## src/rtl/core_pkg.sv

```systemverilog
// core_pkg: shared RV32I decode constants.
//   - Immediate format codes (IMM_*), driven by the decode classifier into imm_gen.
//   - RV32I major opcode constants.
//   - Instruction / data widths and the decode buffer entry type.
package core_pkg;

    localparam int unsigned CORE_XLEN = 32;
    localparam int unsigned INSTR_W   = 32;

    typedef enum logic [2:0] {
        IMM_I  = 3'b000,
        IMM_S  = 3'b001,
        IMM_B  = 3'b010,
        IMM_U  = 3'b011,
        IMM_J  = 3'b100,
        IMM_C  = 3'b101,
        IMM_SH = 3'b110
    } imm_op_e;

    localparam logic [6:0] OPC_LOAD     = 7'b0000011;
    localparam logic [6:0] OPC_MISC_MEM = 7'b0001111;
    localparam logic [6:0] OPC_OP_IMM   = 7'b0010011;
    localparam logic [6:0] OPC_AUIPC    = 7'b0010111;
    localparam logic [6:0] OPC_STORE    = 7'b0100011;
    localparam logic [6:0] OPC_OP       = 7'b0110011;
    localparam logic [6:0] OPC_LUI      = 7'b0110111;
    localparam logic [6:0] OPC_BRANCH   = 7'b1100011;
    localparam logic [6:0] OPC_JALR     = 7'b1100111;
    localparam logic [6:0] OPC_JAL      = 7'b1101111;
    localparam logic [6:0] OPC_SYSTEM   = 7'b1110011;

    typedef struct packed {
        logic [INSTR_W-1:0]   instruction;
        logic [CORE_XLEN-1:0] pc;
        imm_op_e              imm_op;
        logic [CORE_XLEN-1:0] imm;
        logic                 illegal;
    } id_entry_t;

endpackage

```

## src/rtl/imm_gen.sv

```systemverilog
// imm_gen: combinational RV32I immediate extraction.
//   instruction_i : raw instruction word
//   imm_op_i      : immediate format (IMM_*)
//   imm_o         : immediate; SH (shamt) and C (CSR uimm) are zero-extended,
//                   all other formats are sign-extended from bit 31.
module imm_gen
    import core_pkg::*;
(
    input  logic [INSTR_W-1:0]   instruction_i,
    input  imm_op_e              imm_op_i,
    output logic [CORE_XLEN-1:0] imm_o
);

    logic [INSTR_W-1:0] ins;
    logic               unused_opcode;

    assign ins           = instruction_i;
    // The opcode field never contributes to an immediate.
    assign unused_opcode = ^instruction_i[6:0];

    always_comb begin
        imm_o = '0;
        unique case (imm_op_i)
            IMM_I:   imm_o = {{20{ins[31]}}, ins[31:20]};
            IMM_S:   imm_o = {{20{ins[31]}}, ins[31:25], ins[11:7]};
            IMM_B:   imm_o = {{19{ins[31]}}, ins[31], ins[7], ins[30:25], ins[11:8], 1'b0};
            IMM_U:   imm_o = {ins[31:12], 12'b0};
            IMM_J:   imm_o = {{11{ins[31]}}, ins[31], ins[19:12], ins[20], ins[30:21], 1'b0};
            IMM_C:   imm_o = {27'b0, ins[19:15]};
            IMM_SH:  imm_o = {27'b0, ins[24:20]};
            default: imm_o = '0;
        endcase
    end

endmodule

```

## src/rtl/decode_ctrl.sv

```systemverilog
// decode_ctrl: decode-stage controller between fetch and execute.
//   clk_i, rst_i          : clock, synchronous active-high reset
//   flush_i               : drop every buffered instruction (redirect)
//   if_*                  : fetch side valid/ready handshake, instruction and PC
//   id_*, ex_ready_i      : execute side handshake and registered decode payload
// Each fetched instruction is classified into an immediate format, expanded by
// imm_gen and registered into a 2-entry skid buffer (main + skid). if_ready_o
// is a flop, so execute back-pressure never reaches fetch combinationally.
module decode_ctrl
    import core_pkg::*;
#(
    parameter int unsigned XLEN = 32  // only 32 is supported
) (
    input  logic               clk_i,
    input  logic               rst_i,
    input  logic               flush_i,
    input  logic [31:0]        if_instruction_i,
    input  logic [XLEN-1:0]    if_pc_i,
    input  logic               if_valid_i,
    output logic               if_ready_o,
    output logic               id_valid_o,
    input  logic               ex_ready_i,
    output logic [31:0]        id_instruction_o,
    output logic [XLEN-1:0]    id_pc_o,
    output logic [2:0]         id_imm_op_o,
    output logic [XLEN-1:0]    id_imm_o,
    output logic               id_illegal_o
);

    logic [6:0] opcode;
    logic [2:0] funct3;
    imm_op_e    imm_op;
    logic       illegal;
    logic [CORE_XLEN-1:0] imm;

    id_entry_t new_entry, main_q, skid_q;
    logic      main_valid_q, skid_valid_q, ready_q;
    logic      main_valid_d, skid_valid_d;
    logic      accept, consume;
    logic      load_main_new, load_main_skid, load_skid;

    assign opcode = if_instruction_i[6:0];
    assign funct3 = if_instruction_i[14:12];

    always_comb begin
        imm_op  = IMM_I;
        illegal = 1'b0;
        case (opcode)
            OPC_LOAD, OPC_JALR:  imm_op = IMM_I;
            OPC_OP_IMM:          imm_op = (funct3 == 3'b001 || funct3 == 3'b101) ? IMM_SH : IMM_I;
            OPC_STORE:           imm_op = IMM_S;
            OPC_BRANCH:          imm_op = IMM_B;
            OPC_LUI, OPC_AUIPC:  imm_op = IMM_U;
            OPC_JAL:             imm_op = IMM_J;
            // CSR immediate forms (csrrwi/csrrsi/csrrci) carry a 5-bit uimm.
            OPC_SYSTEM:          imm_op = (funct3 >= 3'b101) ? IMM_C : IMM_I;
            OPC_OP, OPC_MISC_MEM: imm_op = IMM_I;
            default:             illegal = 1'b1;
        endcase
    end

    imm_gen u_imm_gen (
        .instruction_i (if_instruction_i),
        .imm_op_i      (imm_op),
        .imm_o         (imm)
    );

    assign new_entry = '{instruction: if_instruction_i, pc: if_pc_i, imm_op: imm_op,
                         imm: imm, illegal: illegal};

    assign accept  = if_valid_i & ready_q;
    assign consume = main_valid_q & ex_ready_i;

    always_comb begin
        main_valid_d   = main_valid_q;
        skid_valid_d   = skid_valid_q;
        load_main_new  = 1'b0;
        load_main_skid = 1'b0;
        load_skid      = 1'b0;
        if (flush_i) begin
            main_valid_d = 1'b0;
            skid_valid_d = 1'b0;
        end else if (consume && skid_valid_q) begin
            // Skid advances into main; a same-cycle accept refills skid behind it.
            main_valid_d   = 1'b1;
            load_main_skid = 1'b1;
            skid_valid_d   = accept;
            load_skid      = accept;
        end else if (!main_valid_q || consume) begin
            main_valid_d  = accept;
            load_main_new = accept;
        end else if (accept) begin
            skid_valid_d = 1'b1;
            load_skid    = 1'b1;
        end
    end

    always_ff @(posedge clk_i) begin
        if (rst_i) begin
            main_valid_q <= 1'b0;
            skid_valid_q <= 1'b0;
            ready_q      <= 1'b1;
            main_q       <= '0;
            skid_q       <= '0;
        end else begin
            main_valid_q <= main_valid_d;
            skid_valid_q <= skid_valid_d;
            ready_q      <= !skid_valid_d;
            if (load_main_skid) begin
                main_q <= skid_q;
            end else if (load_main_new) begin
                main_q <= new_entry;
            end
            if (load_skid) begin
                skid_q <= new_entry;
            end
        end
    end

    assign if_ready_o       = ready_q;
    assign id_valid_o       = main_valid_q;
    assign id_instruction_o = main_q.instruction;
    assign id_pc_o          = main_q.pc;
    assign id_imm_op_o      = main_q.imm_op;
    assign id_imm_o         = main_q.imm;
    assign id_illegal_o     = main_q.illegal;

endmodule

```

## config.mk

```make
export PLATFORM = sky130hd
export DESIGN_NAME = decode_ctrl
export DESIGN_NICKNAME = d
export VERILOG_FILES = /design/src/rtl/core_pkg.sv /design/src/rtl/imm_gen.sv /design/src/rtl/decode_ctrl.sv
export SDC_FILE = /design/constraint.sdc
export NUM_CORES = 1
export LEC_CHECK = 0
export CORE_UTILIZATION = 52
export CTS_CLUSTER_SIZE = 24
export DETAILED_ROUTE_END_ITERATION = 10
export PLACE_DENSITY = 0.91
export SYNTH_ARGS = -nofsm -noshare
export SYNTH_HDL_FRONTEND = slang
export SYNTH_HIERARCHICAL = 1
export SYNTH_SLANG_ARGS = --single-unit
```

## constraint.sdc

```tcl
create_clock -name clk_i -period 3.23 [get_ports clk_i]
set_clock_uncertainty 0.2 [all_clocks]
set_input_delay 0.646 -clock clk_i [delete_from_list [all_inputs] [get_ports clk_i]]
set_output_delay 0.646 -clock clk_i [all_outputs]
set_load 0.1 [all_outputs]
```

After elaboration in Yosys (flattened, before gate mapping):

Index checks and enable logic that the tools add are counted.

* add/sub/neg operators: 0
* multipliers: 0
* div/mod/pow operators: 0
* magnitude comparators: 1
* equality and inequality tests: 19
* shift-type cells: 0
* mux-type cells: 22
* bitwise gates (word level): 2
* reduce and logical (&&, ||, !) cells: 11

Operators by type and width (number)
* $pmux W32 S7: 1
* $mux W100: 2
* $eq A7 B7 Y1 const B: 4
* $eq A7 B6 Y1 const B: 3
* $pmux W3 S6: 1
* $mux W1: 16
* $eq A7 B5 Y1 const B: 2
* $eq A3 B3 Y1 const B: 4
* $reduce_or A11 Y1: 1
* $eq A7 B2 Y1 const B: 1
* $eq A7 B4 Y1 const B: 1
* $eq A3 B1 Y1 const B: 2
* $eq A3 B2 Y1 const B: 2
* $mux W3: 2
* $reduce_bool A2 Y1: 2
* $reduce_or A2 Y1: 2
* $ge A3 B3 Y1 const B: 1
* $logic_not A3 Y1: 1
* $and A1 B1 Y1: 2
* $logic_not A1 Y1: 2
* $logic_or A1 B1 Y1: 2
* $logic_and A1 B1 Y1: 1

* bits in registers: 203
* bits in latches: 0
* bits in writable memories: 0
* memory bits (read-only): 0
* input port bits: 69
* output and inout bits: 102
* word-level logic and storage cells: 68
* memories kept: 0

Depth between registers and ports, before layout:

Gate-level depths: netlist of run 1.

* depth in word-level cells: 8
* mapped depth: 11
* mapped depth without buffers: 8

Hierarchy:

Netlist of run 1, hierarchy kept.

Modules (own cells, without submodules)
* decode_ctrl: times used 1, cells each 1036, area an instance 8069.0 sq um
* imm_gen: times used 1, cells each 85, area an instance 580.6 sq um

Least setup slack after synthesis of run 1:

OpenSTA, ideal clock, no wires.

* path kind: input -> register
* start: in if_instruction_i[5]
* end: reg main_q (netlist bit id_imm_o[2])
* arrival time: 2.585 ns
* slack: 0.303 ns
* cell stages on the path: 10
* cells stage by stage: buf_2 nor3b_1 o21ai_0 a211oi_1 buf_6 nor2b_4 o21ba_1 a221o_1 nand2_1 a311oi_1

* longest elaborated chain between the ends: 7
* elaborated cells on any way between the ends: 19
* those cells by class: eq/ne (13); mux (4); reduce/logical (2)

Ends and longest elaborated chain
* from (decl): line decode_ctrl.sv:17 `input logic [31:0] if_instruction_i,`
* $eq A7 B6 Y1 or $eq A7 B5 Y1 (tied branches): line decode_ctrl.sv:48 `case (opcode)`
* $reduce_or A2 Y1: line decode_ctrl.sv:48
* $pmux W3 S6 (*): line decode_ctrl.sv:48
* net imm_op[1]: line decode_ctrl.sv:32 `imm_op_e imm_op;`
* $eq A3 B3 Y1 (tied with other cells): line imm_gen.sv:23 `unique case (imm_op_i)`
* $pmux W32 S7 (*): line imm_gen.sv:23
* net imm[2]: line decode_ctrl.sv:34 `logic [CORE_XLEN-1:0] imm;`
* $mux W100 (*): line decode_ctrl.sv:111 `end else if (load_main_new) begin`
* $mux W100 (*): line decode_ctrl.sv:109 `if (load_main_skid) begin`
* to (signal assigned): line decode_ctrl.sv:110 `main_q <= skid_q;`
* to (signal assigned): line decode_ctrl.sv:112 `main_q <= new_entry;`
* to (decl): line decode_ctrl.sv:36 `id_entry_t new_entry, main_q, skid_q;`

The timed path passes the listed nets; every way through them passes the cells marked *. The select of a mux whose other input is x is not followed.
A chain may end at the register's enable or synchronous reset.

Final worst setup path of run 1:

* start: in if_instruction_i[6]
* end: reg main_q (netlist bit id_imm_o[3])

The elaborated chain is that of the path after synthesis.

==> impl.org, run 1 <==
** Layout
- The net count of the finished layout is 1330.
- Ant. Diodes :: 0
- The area growth from synthesis to layout is 28.5%.
- Once layout is complete, the utilization of the core stands at 69.2%.
- Final-layout fill cell count :: 1244
- Of the cells placed in the final design, the portion with a size suffix greater than 1 is 16.0%.

** Die
- Measured along the y axis, the die boundary spans 131 µm.
- Die area :: 17200 µm²
- Total core area :: 16100 µm²
- The initial utilization of the core area, before any placement, comes to 53.9%.
- Die extent in x :: 131 µm
- I/O pins :: 171
- The floorplan has 46 rows.

** Status
- Outcome :: finished, final reports clean

** Placed design
- Port buffering added 170 buffers.
- Worst slack, placed :: -0.131 ns
- Detail Placement HPWL :: 15800 µm
- The congestion estimate from routability-driven global placement came to 0.885.

** Synth
- Area fraction of the dominant cell type after synthesis :: 47.0%
- When the netlist entered floorplanning its net count stood at 1190.
- Sequential share of the synthesized area :: 47.0%
- Summed over all instances, the cell type with the most area after synthesis is sky130_fd_sc_hd__dfxtp_1.
- After synthesis, the share of flip-flops with an asynchronous set or reset is 0%.
- Ys flop type :: sky130_fd_sc_hd__dfxtp_1
- Number of cells produced by synthesis :: 1121
- Combined area of all synthesized cells :: 8650 µm²
- Number of distinct library cell variants in the gate-level netlist after synthesis :: 47
- Ranked by total cell area, the synthesized netlist is headed by sky130_fd_sc_hd__dfxtp_1 (47%), sky130_fd_sc_hd__nand2_1 (17%), sky130_fd_sc_hd__a311oi_1 (8.7%).
- Counting flops with a built-in enable in the synthesized netlist gives 0.
- Count of yosys warnings during synthesis :: 6
- Averaged over all synthesized cells, the footprint is 7.72 µm².
- In this run, synthesis produced a sequential element count of 203.

** Worst setup path
- Required time reported for the critical path endpoint :: 3.41 ns
- Worst R2R Path Depth :: 6
- For this run, the slowest stage of the critical path takes 0.51 ns.
- Worst path cell trace :: clkdlybuf4s50_1 -> and2b_1 -> mux2i_1 -> a2111oi_4 -> buf_12 -> nor2b_4 -> o21ba_1 -> a221o_1 -> nand2_1 -> a311oi_1
- The most critical setup path has its startpoint at if_instruction_i[6].
- The worst setup path is captured at a flop.
- Of all nets on the critical path, the largest fanout is 10.
- Critical-path top delay cell :: sky130_fd_sc_hd__clkdlybuf4s50_1
- The worst setup path is launched from an input pin.
- Launching point of the worst reg2reg path :: id_valid_o$_SDFFE_PP0P_
- In this run the critical register-to-register path is captured at id_pc_o[27]$_SDFFE_PP0P_.
- For flop-to-flop paths, the worst setup slack is 0.99 ns.
- The most critical setup path has its endpoint at id_imm_o[3]$_SDFFE_PP0P_.
- Data on the critical path arrives at its endpoint at 3.15 ns.
- The critical path is of the in2reg type.

** Detailed routing
- The final layout contains routed wiring with a total length of 24300 µm.
- The pre-antenna-repair detailed-routing pass consisted of 5 iterations.
- Dividing the detail-routed wire length by the instance count gives 16.3 µm.
- For this block, the initial DRC count from the detailed router was 715.
- Drc violations :: 0
- Via density per instance :: 5.75
- Total via count in the routed design :: 8553
- The count of nets left with antenna violations once routing finished came out at 0.

** Timing
- In the post-route analysis, the smallest setup slack over all paths is 0.267 ns.
- Of the available clock period, the critical path in the final layout requires 91.7%.
- Setup total negative slack on the finished layout was measured at 0 ns.
- Timing would allow up to 0.337 GHz.
- Clock period minus final worst setup slack :: 2.96 ns
- The count of final hold-check violations came to 0.
- The final number of max-transition violations was 0.
- Headroom to the max-slew limit came out at 58.6%.
- Worst Hold Margin :: 0.251 ns
- Setup repair after global routing missed its margin :: no
- Final Setup Violations :: 0
- Pin slew with the least headroom to its limit :: 0.622 ns

** Global route
- The total overflow left after global routing is 0.
- The first global-routing pass estimated 39300 µm of wire.
- Largest net degree at the start of global routing :: 79
- Antenna violations before repair :: 0
- Total track usage :: 28.7%
- The number of global-route vias before repair came to 7972.

** Pwr
- Cell Pwr Density :: 552 nW/µm²
- VDD sags by at most 0.457 mV.
- Power consumption :: 6140 µW
- Summed over all cells, the static leakage comes to 0.00424 µW.

** Clock tree
- Buffers inserted during clock tree synthesis total 21.
- After clock tree synthesis, the flow added hold-fix buffers numbering 0.
- Clock insertion delay at the later pin of the skew report :: 0.50 ns
- The longest clock path from root to sink contains 3 buffers.
- TritonCTS built the clock tree.
- Clock tree synthesis found a total of 203 sinks.
- CTS H-tree depth :: 1
- Post-CTS timing repair inserted 0 buffers for setup.
- Library cell used as clock root buffer :: sky130_fd_sc_hd__clkbuf_16
- After clock tree synthesis, the clock-pin slew on the worst setup and hold paths is 0.06 ns.
- After clock tree synthesis, the repair step resized 0 gates.

** Run
- Across the run, the number of max-cap violations was 0.

** Min path
- Worst Hold Class :: reg2reg
[layout make-up]
class | count | area (µm²) | area share, %
repair buffers | 219 | 2000 | 18.0
multi-input cells | 812 | 4160 | 37.4
clock inverters | 3 | 22.5 | 0.203
flip-flops and latches | 203 | 4060 | 36.6
clock buffers | 31 | 583 | 5.24
inverters | 4 | 15.0 | 0.135
well taps | 216 | 270 | 2.43
[registers in the layout, summed over array words and instances (netlist names)]
register	cells
skid_q	100
id_illegal_o	1
skid_valid_q	1
id_imm_op_o	3
id_pc_o	32
if_ready_o	1
id_instruction_o	32
id_valid_o	1
id_imm_o	32
[cell usage after synthesis (3+ instances only)]
library cell and instances:
sky130_fd_sc_hd__nor3_1 4, sky130_fd_sc_hd__buf_1 5, sky130_fd_sc_hd__buf_4 6, sky130_fd_sc_hd__nor2b_1 9, sky130_fd_sc_hd__o21ai_0 7, sky130_fd_sc_hd__clkbuf_1 63, sky130_fd_sc_hd__nand2_1 401, sky130_fd_sc_hd__buf_2 25
sky130_fd_sc_hd__a21o_1 12, sky130_fd_sc_hd__inv_1 3, sky130_fd_sc_hd__o22ai_1 7, sky130_fd_sc_hd__nor2_1 105, sky130_fd_sc_hd__a311oi_1 86, sky130_fd_sc_hd__a221o_1 4, sky130_fd_sc_hd__a21oi_1 118, sky130_fd_sc_hd__a22o_1 5
sky130_fd_sc_hd__nand3_1 3, sky130_fd_sc_hd__a311oi_2 13, sky130_fd_sc_hd__nor3b_1 7, sky130_fd_sc_hd__and2_1 3, sky130_fd_sc_hd__dfxtp_1 203
[layer usage]
metal	vias to the layer above	track usage, %	part of all wire [%]
met5	-	0	0
met4	0	9.80	2.6
met3	44	7.25	8.7
met2	358	49.4	48
met1	4056	34.8	40
li1	4095	-	-
[cells by family (layout without fill, tap and decap cells)]
group | after synthesis | after routing | share of synthesized area, %
adders and majority gates | 1 | 1 | 0.130
DFF | 203 | 203 | 47.0
and+or+nand+nor | 546 | 546 | 25.3
muxes | 2 | 2 | 0.231
AOI/OAI and AO/OA | 263 | 263 | 22.0
buffers and inverters | 106 | 257 | 5.44
[critical path: cells and delay by family]
kind	cells	cell delay, ns
buffers and inverters	2	0.69
muxes	1	0.12
AOI/OAI and AO/OA	4	1.15
and+or+nand+nor	3	0.54
[report_power, final]
part           internal, µW  leakage, µW  switching [µW]
combinational           333      0.00229             949
sequential             2600      0.00166            59.0
clock                  1240     0.000295             950
[worst min-delay path by stage]
stage / startpoint / end / slack [ns] / cells past startpoint
2_1_floorplan: skid_q[33]$_SDFFE_PP0P_ / skid_q[33]$_SDFFE_PP0P_ / 0.23 / 2
3_3_place_gp: skid_q[35]$_SDFFE_PP0P_ / skid_q[35]$_SDFFE_PP0P_ / 0.24 / 2
3_5_place_dp: skid_q[33]$_SDFFE_PP0P_ / skid_q[33]$_SDFFE_PP0P_ / 0.24 / 2
4_1_cts: skid_q[33]$_SDFFE_PP0P_ / skid_q[33]$_SDFFE_PP0P_ / 0.25 / 2
5_1_grt: skid_q[94]$_SDFFE_PP0P_ / skid_q[94]$_SDFFE_PP0P_ / 0.27 / 2
6_report: skid_q[33]$_SDFFE_PP0P_ / skid_q[33]$_SDFFE_PP0P_ / 0.25 / 2
[metrics by stage]
stage | instance area (µm²) | std cells
after floorplan | 8650 | 1121
after global placement | 10500 | 1454
after detailed placement | 10500 | 1454
after CTS | 11100 | 1488
after global routing | 11100 | 1488
final | 11100 | 1488
[cell usage in the layout, fill, tap and decap left out, types with 3 or more instances in the layout]
master                            count
sky130_fd_sc_hd__nand2_1            401
sky130_fd_sc_hd__dfxtp_1            203
sky130_fd_sc_hd__buf_4              136
sky130_fd_sc_hd__a21oi_1            118
sky130_fd_sc_hd__nor2_1             105
sky130_fd_sc_hd__a311oi_1            86
sky130_fd_sc_hd__clkdlybuf4s50_1     67
sky130_fd_sc_hd__clkbuf_16           21
sky130_fd_sc_hd__buf_12              15
sky130_fd_sc_hd__a311oi_2            13
sky130_fd_sc_hd__a21o_1              12
sky130_fd_sc_hd__nor2b_1              9
sky130_fd_sc_hd__clkbuf_1             8
sky130_fd_sc_hd__nor3b_1              7
sky130_fd_sc_hd__o21ai_0              7
sky130_fd_sc_hd__o22ai_1              7
sky130_fd_sc_hd__a22o_1               5
sky130_fd_sc_hd__a221o_1              4
sky130_fd_sc_hd__nand3_1              3
sky130_fd_sc_hd__inv_1                3
sky130_fd_sc_hd__nor3_1               3
sky130_fd_sc_hd__and2_1               3
Note: power is estimated with default switching activity, not from simulation.
==> run 2: changes to the inputs <==
--- a/config.mk
+++ b/config.mk
@@ -5,10 +5,10 @@
 export SDC_FILE = /design/constraint.sdc
 export NUM_CORES = 1
 export LEC_CHECK = 0
-export CORE_UTILIZATION = 52
+export CORE_UTILIZATION = 47
 export CTS_CLUSTER_SIZE = 24
 export DETAILED_ROUTE_END_ITERATION = 10
-export PLACE_DENSITY = 0.91
+export PLACE_DENSITY = 0.88
 export SYNTH_ARGS = -nofsm -noshare
 export SYNTH_HDL_FRONTEND = slang
 export SYNTH_HIERARCHICAL = 1
==> constraint.sdc (replaced) <==
create_clock -name clk_i -period 2.5 [get_ports clk_i]
set_clock_uncertainty 0.2 [all_clocks]
set_input_delay 0.5 -clock clk_i [delete_from_list [all_inputs] [get_ports clk_i]]
set_output_delay 0.5 -clock clk_i [all_outputs]
set_load 0.1 [all_outputs]
==> run 2 against run 1 <==
Compared with the run above: sequential share of layout area fell by 1.3 points; setup slack got worse by 0.15 ns; count of clock-buffer cells in the layout stayed put; global-route usage decreased by 2.6 points.
==> impl.org, run 2 (same netlist as run 1, synthesis figures left out) <==
** Status
- Outcome: finished, final reports clean (unchanged).

** Die
- The area of the placeable core came to 18000 µm² (was 16100 µm²).
- Core Rows :: 49 (was 46)
- I/O pins :: 171 (unchanged)
- Initial Util :: 48.0% (was 53.9%)
- The chip width is 138 µm (was 131 µm).
- Die area :: 19000 µm² (was 17200 µm²)
- Die height :: 138 µm (was 131 µm)

** Clock tree
- The clock sink count was 203 (unchanged).
- Library cell used as clock root buffer :: sky130_fd_sc_hd__clkbuf_16 (unchanged)
- The TritonCTS clock tree is yes (unchanged).
- CTS H-tree depth :: 1 (unchanged)
- The worst-case clock buffer depth is 3 (unchanged).
- The source-to-sink clock delay at the later pin of the worst-skew pair was 0.51 ns (was 0.50 ns).
- The clock buffer count from CTS came to 22 (was 21).
- The number of hold buffers added after CTS came to 0 (unchanged).
- Clock slew at the register clock pins of the worst setup and hold paths :: 0.06 ns (about the same)

** Layout
- Most frequent standard cell in the layout excluding fill and tap cells :: sky130_fd_sc_hd__nand2_1 (unchanged)
- Highest-count cells in the layout ignoring fill and taps: sky130_fd_sc_hd__nand2_1 (400), sky130_fd_sc_hd__dfxtp_1 (202), sky130_fd_sc_hd__buf_4 (147) (was sky130_fd_sc_hd__nand2_1 (401), sky130_fd_sc_hd__dfxtp_1 (203), sky130_fd_sc_hd__buf_4 (136)).
- Register with the most flip-flops :: skid_q (unchanged)
- Number of flip-flops under the largest register name :: 100 (unchanged)
- Post-synthesis to final-layout area growth :: 33.2% (was 28.5%)
- The share of post-route cells with drive strength above 1 came to 18.7% (was 16.0%).
- The end-of-flow core utilization was 63.9% (was 69.2%).
- The layout net count was 1348 (was 1330).

** Detailed routing
- Via density per instance :: 5.65 (was 5.75)
- The routed wire length was 24800 µm (was 24300 µm).
- The number of iterations in the first detailed-routing pass is 6 (was 5).
- Antenna violation net count after detailed routing :: 0 (unchanged)
- Drc violations :: 0 (unchanged)
- The vias after detailed routing was 8600 (was 8553).
- Average detailed-routed wire length per instance :: 16.3 µm (about the same)
- The violation count after the first detailed-route iteration is 689 (was 715).

** Worst setup path
- Required time reported for the critical path endpoint :: 2.72 ns (was 3.41 ns)
- WS Path Type :: in2reg (unchanged)
- The slack of the worst reg-to-reg path was 0.52 ns (was 0.99 ns).
- Nature of the critical path endpoint :: flop (unchanged)
- The highest net fanout along the worst path was 6 (was 10).
- Critical path startpoint :: if_instruction_i[0] (was if_instruction_i[6])
- Launching point of the worst reg2reg path :: if_ready_o$_SDFF_PP1_ (was id_valid_o$_SDFFE_PP0P_)
- CP startpoint kind :: input pin (unchanged)
- Reg-to-reg critical path endpoint :: id_instruction_o[31]$_SDFFE_PP0P_ (was id_pc_o[27]$_SDFFE_PP0P_)
- Worst setup path end :: id_imm_o[18]$_SDFFE_PP0P_ (was id_imm_o[3]$_SDFFE_PP0P_)
- The signal arrival time at the worst endpoint came to 2.61 ns (was 3.15 ns).
- The length in cells of the worst reg-to-reg path came to 6 (unchanged).

** Timing
- The worst slew slack as a fraction of its limit came to 65.9% (was 58.6%).
- The final setup slack of the worst path was 0.118 ns (was 0.267 ns).
- Final number of max-transition violations :: 0 (unchanged)
- Clock period minus final worst setup slack :: 2.38 ns
- Share of the cycle needed by the critical path after routing :: 95.3%
- The count of final setup violators is 0 (unchanged).
- The count of final hold-check violations came to 0 (unchanged).
- Derived from the worst setup path, the maximum achievable clock frequency is 0.420 GHz.
- The measured slew at the worst slew-check pin came to 0.511 ns (was 0.622 ns).

** Pwr
- The static leakage power came to 0.00444 µW (was 0.00424 µW).
- The sequential group share of total power is 39.9% (was 43.4%).
- The largest vdd supply drop is 0.583 mV (was 0.457 mV).
- The switching power of the nets was 2610 µW (was 1960 µW).
- The proportion of power drawn by combinational gates is 19.6% (was 20.9%).
- The clock share of power was 40.5% (was 35.8%).
- The share of total power consumed by net switching was 30.3% (was 31.9%).
- Int Pwr :: 6020 µW (was 4180 µW)
- Cell Pwr Density :: 749 nW/µm² (was 552 nW/µm²)

** Global route
- The initial antenna violation count came to 4 (was 0).
- The total global routing track utilization is 26.1% (was 28.7%).
- Largest net degree at the start of global routing :: 75 (was 79)
- Grt ovf :: 0 (unchanged)
- Global-route wire length before repair :: 39400 µm (was 39300 µm)
- The number of global-route vias before repair is 7862 (was 7972).

** Placed design
- The half-perimeter wire length of the detailed placement result came to 16200 µm (was 15800 µm).
- # port buffers :: 170 (unchanged)
- Worst slack, placed :: -0.719 ns (was -0.131 ns)
- Placer's final routability congestion estimate :: 0.835 (was 0.885)

** Run
- The number of max-capacitance violations reported was 0 (unchanged).

** Min path
- Worst Hold Class :: in2reg (was reg2reg)
-- run 2: critical path, stage by stage --
cell	delay, ns
sky130_fd_sc_hd__clkdlybuf4s50_1	0.50
sky130_fd_sc_hd__nand2_2	0.11
sky130_fd_sc_hd__buf_4	0.16
sky130_fd_sc_hd__a211oi_4	0.28
sky130_fd_sc_hd__buf_6	0.17
sky130_fd_sc_hd__and3b_1	0.19
sky130_fd_sc_hd__o21ai_0	0.09
sky130_fd_sc_hd__o21ai_1	0.16
sky130_fd_sc_hd__buf_4	0.16
sky130_fd_sc_hd__nand2_1	0.04
sky130_fd_sc_hd__a311oi_1	0.24
-- run 2: timing repair --
action | in CTS | in global routing
hold endpoints to repair | 0 | 0
resized for setup | 16 | 8
setup buffers | 2 | 1
pin swaps | 3 | 1
setup endpoints to repair | 39 | 20
-- run 2: area by class of cell --
cell class / count / area, µm²
antenna: 2 / 5.00
clock buffer: 31 / 646
clock inverter: 6 / 130
fill: 1500 / 6500
inverter: 4 / 15.0
multi-input combinational: 812 / 4220
sequential: 203 / 4070
tap: 229 / 287
timing repair buffer: 236 / 2160
-- run 2: worst min path at each step --
| stage | cells past startpoint | from | slack, ns | to |
|---|---|---|---|---|
| after floorplan | 2 | skid_q[33]$_SDFFE_PP0P_ | 0.23 | skid_q[33]$_SDFFE_PP0P_ |
| after global placement | 2 | skid_q[35]$_SDFFE_PP0P_ | 0.24 | skid_q[35]$_SDFFE_PP0P_ |
| after detailed placement | 2 | skid_q[49]$_SDFFE_PP0P_ | 0.25 | skid_q[49]$_SDFFE_PP0P_ |
| after CTS | 2 | rst_i | 0.21 | skid_q[49]$_SDFFE_PP0P_ |
| after global routing | 3 | if_instruction_i[6] | 0.21 | id_instruction_o[6]$_SDFFE_PP0P_ |
| final | 3 | if_instruction_i[6] | 0.18 | id_instruction_o[6]$_SDFFE_PP0P_ |
-- run 2: routing by layer --
layer / GRT usage, % / vias up / wire (µm)
met5: 0 / - / 27
met4: 10.2 / 4 / 925
met3: 5.70 / 75 / 1940
met2: 45.3 / 351 / 12000
met1: 31.1 / 4035 / 9870
li1: - / 4135 / -
-- run 2: through the flow --
stage | setup TNS (ns) | area, µm² | std cells | power (µW) | hold slack (ns)
floorplan | 0 | 8710 | 1121 | 4700 | 0.232
CTS | 0 | 11500 | 1520 | 8650 | 0.213
detailed placement | -35.31 | 10700 | 1481 | 5190 | 0.247
finish | 0 | 11500 | 1523 | 8630 | 0.179
global route | -0.0145 | 11500 | 1523 | 8880 | 0.205
global placement | -29.94 | 10700 | 1481 | 5170 | 0.240
-- run 2: power groups by stage --
stage,combinational [µW],clock (µW),sequential [µW]
global placement,1660,0,3510
detailed placement,1680,0,3510
finish,1690,3490,3440
floorplan,390,0,4310
CTS,1690,3520,3440
global route,1770,3660,3450
